<file path="src/rtl/keypad_scanner.sv">
// keypad_scanner: row-scans the oven's 4x3 membrane keypad, debounces whole scan
// frames, rejects multi-key presses and presents the committed key as a one-hot
// digit bus plus '*' and '#' levels, with a one-cycle strobe per newly committed key.
//
// Ports
//   clk         system clock, all logic on posedge
//   clearn      synchronous active-low reset
//   col_n[2:0]  matrix columns from the pads (active-low, pulled up, asynchronous)
//   row_n[3:0]  matrix row drive, exactly one bit low
//   keypad[9:0] one-hot committed digit, bit k = key 'k', all zero = no digit
//   star        committed key is '*'
//   hash        committed key is '#'
//   key_strobe  one-cycle pulse when a new key commits
//
// Key layout (row r / col c):  r0: 1 2 3 | r1: 4 5 6 | r2: 7 8 9 | r3: * 0 #
module keypad_scanner #(
  parameter int unsigned SCAN_DIV        = 4,  // clocks per row slot, >= 4
  parameter int unsigned DEBOUNCE_FRAMES = 3   // identical frames needed to commit, >= 1
) (
  input  logic       clk,
  input  logic       clearn,
  input  logic [2:0] col_n,
  output logic [3:0] row_n,
  output logic [9:0] keypad,
  output logic       star,
  output logic       hash,
  output logic       key_strobe
);

  localparam int unsigned SlotW = (SCAN_DIV > 1) ? $clog2(SCAN_DIV) : 1;
  localparam int unsigned CntW  = (DEBOUNCE_FRAMES > 1) ? $clog2(DEBOUNCE_FRAMES + 1) : 1;

  localparam logic [SlotW-1:0] SlotLast = SlotW'(SCAN_DIV - 1);
  localparam logic [CntW-1:0]  CntLimit = CntW'(DEBOUNCE_FRAMES);

  // Frame codes: 0 = no key (also used for multi-key frames), 1..12 = key index + 1,
  // where key index = row * 3 + col.
  localparam logic [3:0] CodeNone = 4'd0;

  typedef enum logic [1:0] {
    StIdle,
    StHeld,
    StRelease
  } state_e;

  // Key code to {hash, star, keypad[9:0]}. Codes 1..9 are digits 1..9 directly.
  function automatic logic [11:0] decode_key(input logic [3:0] code);
    logic [11:0] res;
    res = '0;
    case (code)
      4'd1:    res[1]  = 1'b1;
      4'd2:    res[2]  = 1'b1;
      4'd3:    res[3]  = 1'b1;
      4'd4:    res[4]  = 1'b1;
      4'd5:    res[5]  = 1'b1;
      4'd6:    res[6]  = 1'b1;
      4'd7:    res[7]  = 1'b1;
      4'd8:    res[8]  = 1'b1;
      4'd9:    res[9]  = 1'b1;
      4'd10:   res[10] = 1'b1;  // '*'
      4'd11:   res[0]  = 1'b1;  // '0'
      4'd12:   res[11] = 1'b1;  // '#'
      default: res = '0;
    endcase
    return res;
  endfunction

  // Column synchronizer
  logic [2:0] col_s1_q, col_s2_q;

  // Scan timing
  logic [SlotW-1:0] slot_q, slot_d;
  logic [1:0]       row_q, row_d;
  logic             slot_last, frame_end;

  // Per-frame accumulation: number of low columns seen (saturating at 2) and the
  // index of the last single low column.
  logic [1:0] acc_lows_q, acc_lows_d;
  logic [3:0] acc_key_q, acc_key_d;

  // Debounce
  logic [3:0]      cand_q, cand_d;
  logic [CntW-1:0] cnt_q, cnt_d;
  logic            hit;

  // Commit FSM and registered outputs
  state_e      state_q, state_d;
  logic [3:0]  held_q, held_d;
  logic [11:0] out_q, out_d;
  logic        strobe_q, strobe_d;

  // Combinational helpers
  logic [2:0] lows;
  logic [1:0] n_low;
  logic [1:0] low_col;
  logic [3:0] row_base;
  logic [3:0] key_here;
  logic [2:0] acc_sum;
  logic [1:0] sat_lows;
  logic [3:0] key_acc;
  logic [3:0] frame_code;

  always_ff @(posedge clk) begin
    if (!clearn) begin
      // Columns idle high (pulled up), so the synchronizer clears to "no contact".
      col_s1_q   <= 3'b111;
      col_s2_q   <= 3'b111;
      slot_q     <= '0;
      row_q      <= 2'd0;
      acc_lows_q <= 2'd0;
      acc_key_q  <= 4'd0;
      cand_q     <= CodeNone;
      cnt_q      <= '0;
      state_q    <= StIdle;
      held_q     <= CodeNone;
      out_q      <= '0;
      strobe_q   <= 1'b0;
    end else begin
      col_s1_q   <= col_n;
      col_s2_q   <= col_s1_q;
      slot_q     <= slot_d;
      row_q      <= row_d;
      acc_lows_q <= acc_lows_d;
      acc_key_q  <= acc_key_d;
      cand_q     <= cand_d;
      cnt_q      <= cnt_d;
      state_q    <= state_d;
      held_q     <= held_d;
      out_q      <= out_d;
      strobe_q   <= strobe_d;
    end
  end

  // Scan timing and per-slot column sampling
  always_comb begin
    slot_last = (slot_q == SlotLast);
    frame_end = slot_last && (row_q == 2'd3);

    slot_d = slot_q + SlotW'(1);
    row_d  = row_q;
    if (slot_last) begin
      slot_d = '0;
      row_d  = row_q + 2'd1;
    end

    lows  = ~col_s2_q;
    n_low = {1'b0, lows[0]} + {1'b0, lows[1]} + {1'b0, lows[2]};

    // Only meaningful when exactly one column is low.
    case (lows)
      3'b010:  low_col = 2'd1;
      3'b100:  low_col = 2'd2;
      default: low_col = 2'd0;
    endcase

    row_base = {1'b0, row_q, 1'b0} + {2'b00, row_q};  // row * 3
    key_here = row_base + {2'b00, low_col};

    acc_sum  = {1'b0, acc_lows_q} + {1'b0, n_low};
    sat_lows = (acc_sum >= 3'd2) ? 2'd2 : acc_sum[1:0];
    key_acc  = (n_low == 2'd1) ? key_here : acc_key_q;

    acc_lows_d = acc_lows_q;
    acc_key_d  = acc_key_q;
    if (slot_last) begin
      acc_lows_d = frame_end ? 2'd0 : sat_lows;
      acc_key_d  = key_acc;
    end

    // Including the final slot's sample: a single low column across the whole
    // frame is a key, anything more is treated as no key.
    frame_code = (sat_lows == 2'd1) ? (key_acc + 4'd1) : CodeNone;
  end

  // Debounce and commit FSM, both advance only at frame end
  always_comb begin
    cand_d   = cand_q;
    cnt_d    = cnt_q;
    state_d  = state_q;
    held_d   = held_q;
    out_d    = out_q;
    strobe_d = 1'b0;
    hit      = 1'b0;

    if (frame_end) begin
      if (frame_code == cand_q) begin
        if (cnt_q < CntLimit) begin
          cnt_d = cnt_q + CntW'(1);
        end
      end else begin
        cand_d = frame_code;
        cnt_d  = CntW'(1);
      end
      hit = (cnt_d == CntLimit);

      unique case (state_q)
        StIdle: begin
          if (hit && (cand_d != CodeNone)) begin
            state_d  = StHeld;
            held_d   = cand_d;
            out_d    = decode_key(cand_d);
            strobe_d = 1'b1;
          end
        end
        StHeld: begin
          // Outputs stay asserted until the change is itself debounced.
          if (frame_code != held_q) begin
            state_d = StRelease;
          end
        end
        StRelease: begin
          if (hit) begin
            if (cand_d == CodeNone) begin
              state_d = StIdle;
              out_d   = '0;
            end else if (cand_d == held_q) begin
              state_d = StHeld;
            end else begin
              // Slide to a different key without an intervening release.
              state_d  = StHeld;
              held_d   = cand_d;
              out_d    = decode_key(cand_d);
              strobe_d = 1'b1;
            end
          end
        end
        default: state_d = StIdle;
      endcase
    end
  end

  assign row_n      = ~(4'b0001 << row_q);
  assign keypad     = out_q[9:0];
  assign star       = out_q[10];
  assign hash       = out_q[11];
  assign key_strobe = strobe_q;

endmodule

</file>
<file path="config.mk">
export PLATFORM = sky130hd
export DESIGN_NAME = keypad_scanner
export DESIGN_NICKNAME = d
export VERILOG_FILES = /design/src/rtl/keypad_scanner.sv
export SDC_FILE = /design/constraint.sdc
export NUM_CORES = 1
export LEC_CHECK = 0
export ABC_AREA = 1
export CAP_MARGIN = 20
export CELL_PAD_IN_SITES_DETAIL_PLACEMENT = 1
export CELL_PAD_IN_SITES_GLOBAL_PLACEMENT = 1
export CORE_MARGIN = 4
export CORE_UTILIZATION = 40
export DETAILED_ROUTE_END_ITERATION = 7
export PLACE_DENSITY = 0.87
export RECOVER_POWER = 50
export SLEW_MARGIN = 20
export SYNTH_ARGS = -nofsm -noshare
export SYNTH_HDL_FRONTEND = slang
export SYNTH_SLANG_ARGS = --single-unit
export TNS_END_PERCENT = 5
</file>
<file path="constraint.sdc">
create_clock -name clk -period 5.9 [get_ports clk]
set_clock_uncertainty 0.1 [all_clocks]
set_input_delay 0.885 -clock clk [delete_from_list [all_inputs] [get_ports clk]]
set_output_delay 0.885 -clock clk [all_outputs]
set_load 0.01 [all_outputs]
</file>
# Yosys cells after proc, flatten, opt, wreduce, memory -nomap -nowiden
# Index checks and enable logic that the tools add are counted.
# W data, S select, Z words.
# totals
ff_bits	41
in_bits	5
output_inout_bits	17
elab_cells	110
# op_classes
n_addsub	9
order_cmp	2
eq_ne	30
shift	1
n_mux	42
bitwise	3
n_reduce_logical	11
# op_table
operator	n
$mux W12	4
$mux W4	8
$pmux W12 S2	1
$eq A4 B4 Y1 const B	5
$mux W1	17
$eq A4 B3 Y1 const B	4
$mux W2	8
$ne A2 B2 Y1 const B	5
$eq A2 B2 Y1 const B	4
$eq A4 B2 Y1 const B	2
$eq A4 B4 Y1	2
$pmux W4 S2	1
$add A2 B1 Y2 const B	3
$eq A2 B1 Y1 const B	3
$pmux W2 S3	1
$reduce_and A6 Y1	1
$reduce_and A5 Y1	1
$add A3 B2 Y4	1
$add A4 B1 Y4 const B	1
$add A4 B2 Y4	1
$eq A4 B1 Y1 const B	1
$logic_not A4 Y1	1
$ne A4 B4 Y1	1
$not A4 Y4	1
20 further kinds	21

# Longest topological paths before layout
# depth
word_depth	17
mapped_depth	23
mapped_depth_nobuf	22

# Worst setup path after synthesis
# No wires, ideal clock.
# synth_path
path_type	register -> register
start	reg col_s2_q[0]
end	reg out_q[10]
setup_ns	0.113
arrival_ns	3.295
required_ns	5.687
setup_slack_ns	2.393
stages_incl_launch_ff	21
path_buffers	1
synth_period_minus_slack_ns	3.507
path_cell_list	dfxtp_1 > inv_1 > fa_1 > ha_1 > inv_1 > fa_1 > nand2_1 > nor2_4 > nand2_1 > xnor2_1 > inv_1 > nand2_1 > nor2_2 > nand4_1 > a21oi_2 > nand2_2 > nor2_4 > buf_6 > nand2_1 > nand2_1 > nor2_1
# synth_between
elab_chain_len	17
elab_cells_between_ends	36
classes_between	add/sub: 5; order compare: 1; eq/ne: 11; mux: 14; bitwise: 1; reduce/logical: 4
# synth_rtl
element	line	text
start, declared	69	logic [2:0] col_s1_q, col_s2_q;
start signal, assigned	120	col_s2_q <= col_s1_q;
$not A3 Y3 (*)	146	lows = ~col_s2_q;
$add A1 B1 Y2	147	n_low = {1'b0, lows[0]} + {1'b0, lows[1]} + {1'b0, lows[2]};
$add A2 B1 Y2	147	
$add A2 B2 Y3	159	acc_sum = {1'b0, acc_lows_q} + {1'b0, n_low};
$ge A3 B2 Y1	160	sat_lows = (acc_sum >= 3'd2) ? 2'd2 : acc_sum[1:0];
$mux W2	160	
$eq A2 B1 Y1	172	frame_code = (sat_lows == 2'd1) ? (key_acc + 4'd1) : CodeNone;
$mux W4 (*)	172	
$eq A4 B4 Y1	186	if (frame_code == cand_q) begin
$mux W4	186	
$mux W4	185	if (frame_end) begin
$eq A4 B4 Y1	50	case (code)
$mux W1	50	
$mux W12	216	end else if (cand_d == held_q) begin
$mux W12	213	if (cand_d == CodeNone) begin
$mux W12	212	if (hit) begin
$pmux W12 S2	196	unique case (state_q)
end signal, assigned	129	out_q <= out_d;
end, declared	89	logic [11:0] out_q, out_d;
# Every way passes the cells marked *; elsewhere a longest branch is shown, timed or not. The select of a mux whose other input is x is not followed.
# A chain may end at the register's enable or synchronous reset.

# Worst setup path in the final report
# layout_path
start	reg col_s2_q[2]
end	reg out_q[3]
# layout_between
elab_chain_len	16
elab_cells_between_ends	35
classes_between	add/sub: 4; order compare: 1; eq/ne: 11; mux: 14; bitwise: 1; reduce/logical: 4
# layout_rtl
element	line	text
$not A3 Y3 (*)	146	
$eq A3 B3 Y1 (tied with other cells)	150	case (lows)
$pmux W2 S2 or $add A2 B2 Y3 (tied branches)	150, 159	
$add A4 B2 Y4 or $ge A3 B2 Y1 (tied branches)	157, 160	
$mux W4 or $mux W2 (tied branches)	161, 160	
$add A4 B1 Y4 or $eq A2 B1 Y1 (tied branches)	172	
$mux W4 (*)	172	
$eq A4 B4 Y1	186	
$mux W4	186	
$mux W4	185	
$eq A4 B2 Y1	50	
$mux W1	50	
$mux W12	216	
$mux W12	213	
$mux W12	212	
$pmux W12 S2	196	
# Marked as above.

==> results.toml <==
[yosys]
synth_xor_area_share_pct = 1.61
synth_top_family_by_area = "simple AND/OR/NAND/NOR gates"
synth_cells = 301
synth_compound_area_share_pct = 6.44
synth.area.mux_share_pct = 0
synth_area_leaders = "dfxtp_1 (38%), nand2_1 (13%), nor2_1 (7.9%)"
synth_area_leader_cell = "dfxtp_1"
syn_nets = 319
ys_types = 31
synth_ff_type = "dfxtp_1"
synthAdderAreaFrac_pct = 8.85
async_flop_share_pct = 0
ys_ff_latch = 41
yosysSeqAreaShare_pct = 37.7
ys_warn_count = 0
yosys.area_share.simple_pct = 36.4
synth-edff-count = 0
syn_area_per_cell_um2 = 7.23
syn-cell-area_um2 = 2180
yosys.area.top_type_share_pct = 37.7

[sta]
tns_ns = 0
fin_hold_ws_ns = 0.317
report.final.setup_viol = 0
max_freq_mhz = 215
drv_slew = 0
finalHoldViolations = 0
worst_slew_margin_rel_pct = 29.5
rsz0062_at_grt = "no"
tightestPinTransition_ns = 1.05
finalCriticalPeriod_ns = 4.64
period_share_pct = 78.7
setup_slack_ns = 1.26

[final_layout]
syn_to_final_growth_pct = 14.8
layout-drive-gt1-share_pct = 10.9
mostFrequentLayoutCell = "nand2_1"
fin_area_um2 = 2500
post-route-util_pct = 48.0
antenna_cells = 0
layout.cells.non_filler = 392
nNetsFinal = 339
layout_common_cells = "nand2_1 (73), nor2_1 (47), dfxtp_1 (41)"

[worst_setup_path]
arrival_ns = 4.73
endpoint_kind = "register"
r2r-end = "out_q[3]"
path_class = "register to register"
r2r_start = "col_s2_q[2]"
cpPeakStageDelay_ns = 0.66
timing.critical_path.fanout_max = 22
rr_worst_depth = 19
crit_slowest_cell = "fa_1"
startpoint_type = "register"
cp_data_required_time_ns = 5.99
crit_chain = "inv_1, fa_1, ha_1, inv_1, fa_1, nand2_1, nor2_1, nand2_1, xnor2_1, inv_1, nand2_1, nor2_2, nand4_1, a21oi_2, nand2_2, nor2_4, nand2_1, nand2_1, nor2_1"
r2r_setup_slack_ns = 1.26
cp_common_cell = "nand2_1"

[pwr]
max-vdd-ir-drop_uv = 99.5
power.density_nw_per_um2 = 216
p_leak_nw = 1.18
total_power_uw = 540

[clock_tree]
clk_latency_ns = 0.29
cts_tree = "built"
cts.clk_slew.worst_paths_ns = 0.08
htreeDepth = 2
numCtsBuffers = 5
cts_resized = 0
root_buffer = "clkbuf_8"
clkSinkCount = 41
clk_path_buf_depth = 2
cts_setup_buffers = 0
holdBufCountCts = 0

[placement]
finalWeightedCongestion = 0.801
placed_cell_area_um2 = 2430
dp_cells = 384
numPortBuffers = 21
dp_hpwl_mm = 4.07
pre_cts_slack_ns = 1.71

[die]
coreArea_um2 = 5200
num_rows = 26
dieArea_um2 = 6690
die_y_um = 81.8
ios = 22
start_util_pct = 41.8
die_w_um = 81.8

[grt]
globalRouteOverflowTotal = 0
grtUsageTotal_pct = 17.7
grt_pass1_vias = 1953
grt_max_degree = 31
antenna_found_initial = 0
grt_pass1_wl_mm = 9.05

[detailed_routing]
wl_mm = 5.25
firstDrtPassIters = 4
via_per_inst = 4.80
drt_iter0_drc = 56
drc = 0
vias = 1883
post_drt_wl_per_cell_um = 13.4
final_antenna_net_count = 0

[run_status]
status = "finished clean"

[min_path]
min_path_cells = 1
holdPathEnd = "col_s2_q[1]"
min-delay-start = "col_s1_q[1]"
worst_hold_path_type = "register to register"

[job]
cap_violations = 0
[per-layer routing]
layer | share of wire, % | vias up | track usage, %
met3 | 2.8 | 9 | 3.51
met1 | 45 | 874 | 20.5
met2 | 50 | 25 | 32.1
met5 | 0 | - | 0
met4 | 1.8 | 0 | 6.15
li1 | - | 975 | -
[sequential cells by signal, indices dropped and copies added, names as in the netlist, 3 cells and up]
name       count
cand_q         4
acc_key_q      4
held_q         4
col_s2_q       3
col_s1_q       3
out_q         12
[power breakdown]
group / internal, mW / switching (mW) / total [mW] / leakage, nW
Sequential: 0.283 / 0.00430 / 0.287 / 0.332
Clock: 0.0841 / 0.0943 / 0.178 / 0.0395
Combinational: 0.0246 / 0.0500 / 0.0746 / 0.806
Total: 0.392 / 0.149 / 0.540 / 1.18
[layout make-up]
type                    count  area [µm²]
clock buffers               8        80.1
fillers                   664        2710
inverters                  39         148
multi-input cells         213        1150
flip-flops and latches     41         821
well taps                  70        87.6
repair buffers             21         210
[synth_stat cells, drive strengths merged (4+ instances only)]
cell	instances
a21oi	8
buf	5
dfxtp	41
fa	4
ha	9
inv	38
nand2	85
nand3	15
nand4	8
nor2	50
nor3	6
o21ai	11
or2	7
[kinds of logic after synthesis]
family | Yosys count
compound gates | 25
flops | 41
simple gates | 171
xor+xnor | 4
buf+inv | 47
fa+ha+maj | 13
[worst max-delay path: cells and delay by family, from the launching register on]
| family | cells | cell delay [ns] |
|---|---|---|
| compound gates | 1 | 0.23 |
| xor+xnor | 1 | 0.22 |
| fa+ha+maj | 3 | 1.37 |
| buf+inv | 3 | 0.19 |
| flops | 1 | 0.35 |
| simple gates | 11 | 2.07 |
[worst max path at each step]
stage	start	to	slack, ns	depth (start not counted)
2_1_floorplan	col_s2_q[0]	out_q[10]	2.39	20
3_3_place_gp	col_s2_q[0]	out_q[4]	2.00	19
3_5_place_dp	col_s2_q[2]	out_q[3]	1.71	19
4_1_cts	col_s2_q[2]	out_q[3]	1.68	19
5_1_grt	col_s2_q[2]	out_q[2]	0.86	19
6_report	col_s2_q[2]	out_q[3]	1.26	19
Power figures use the tool's default switching activity.
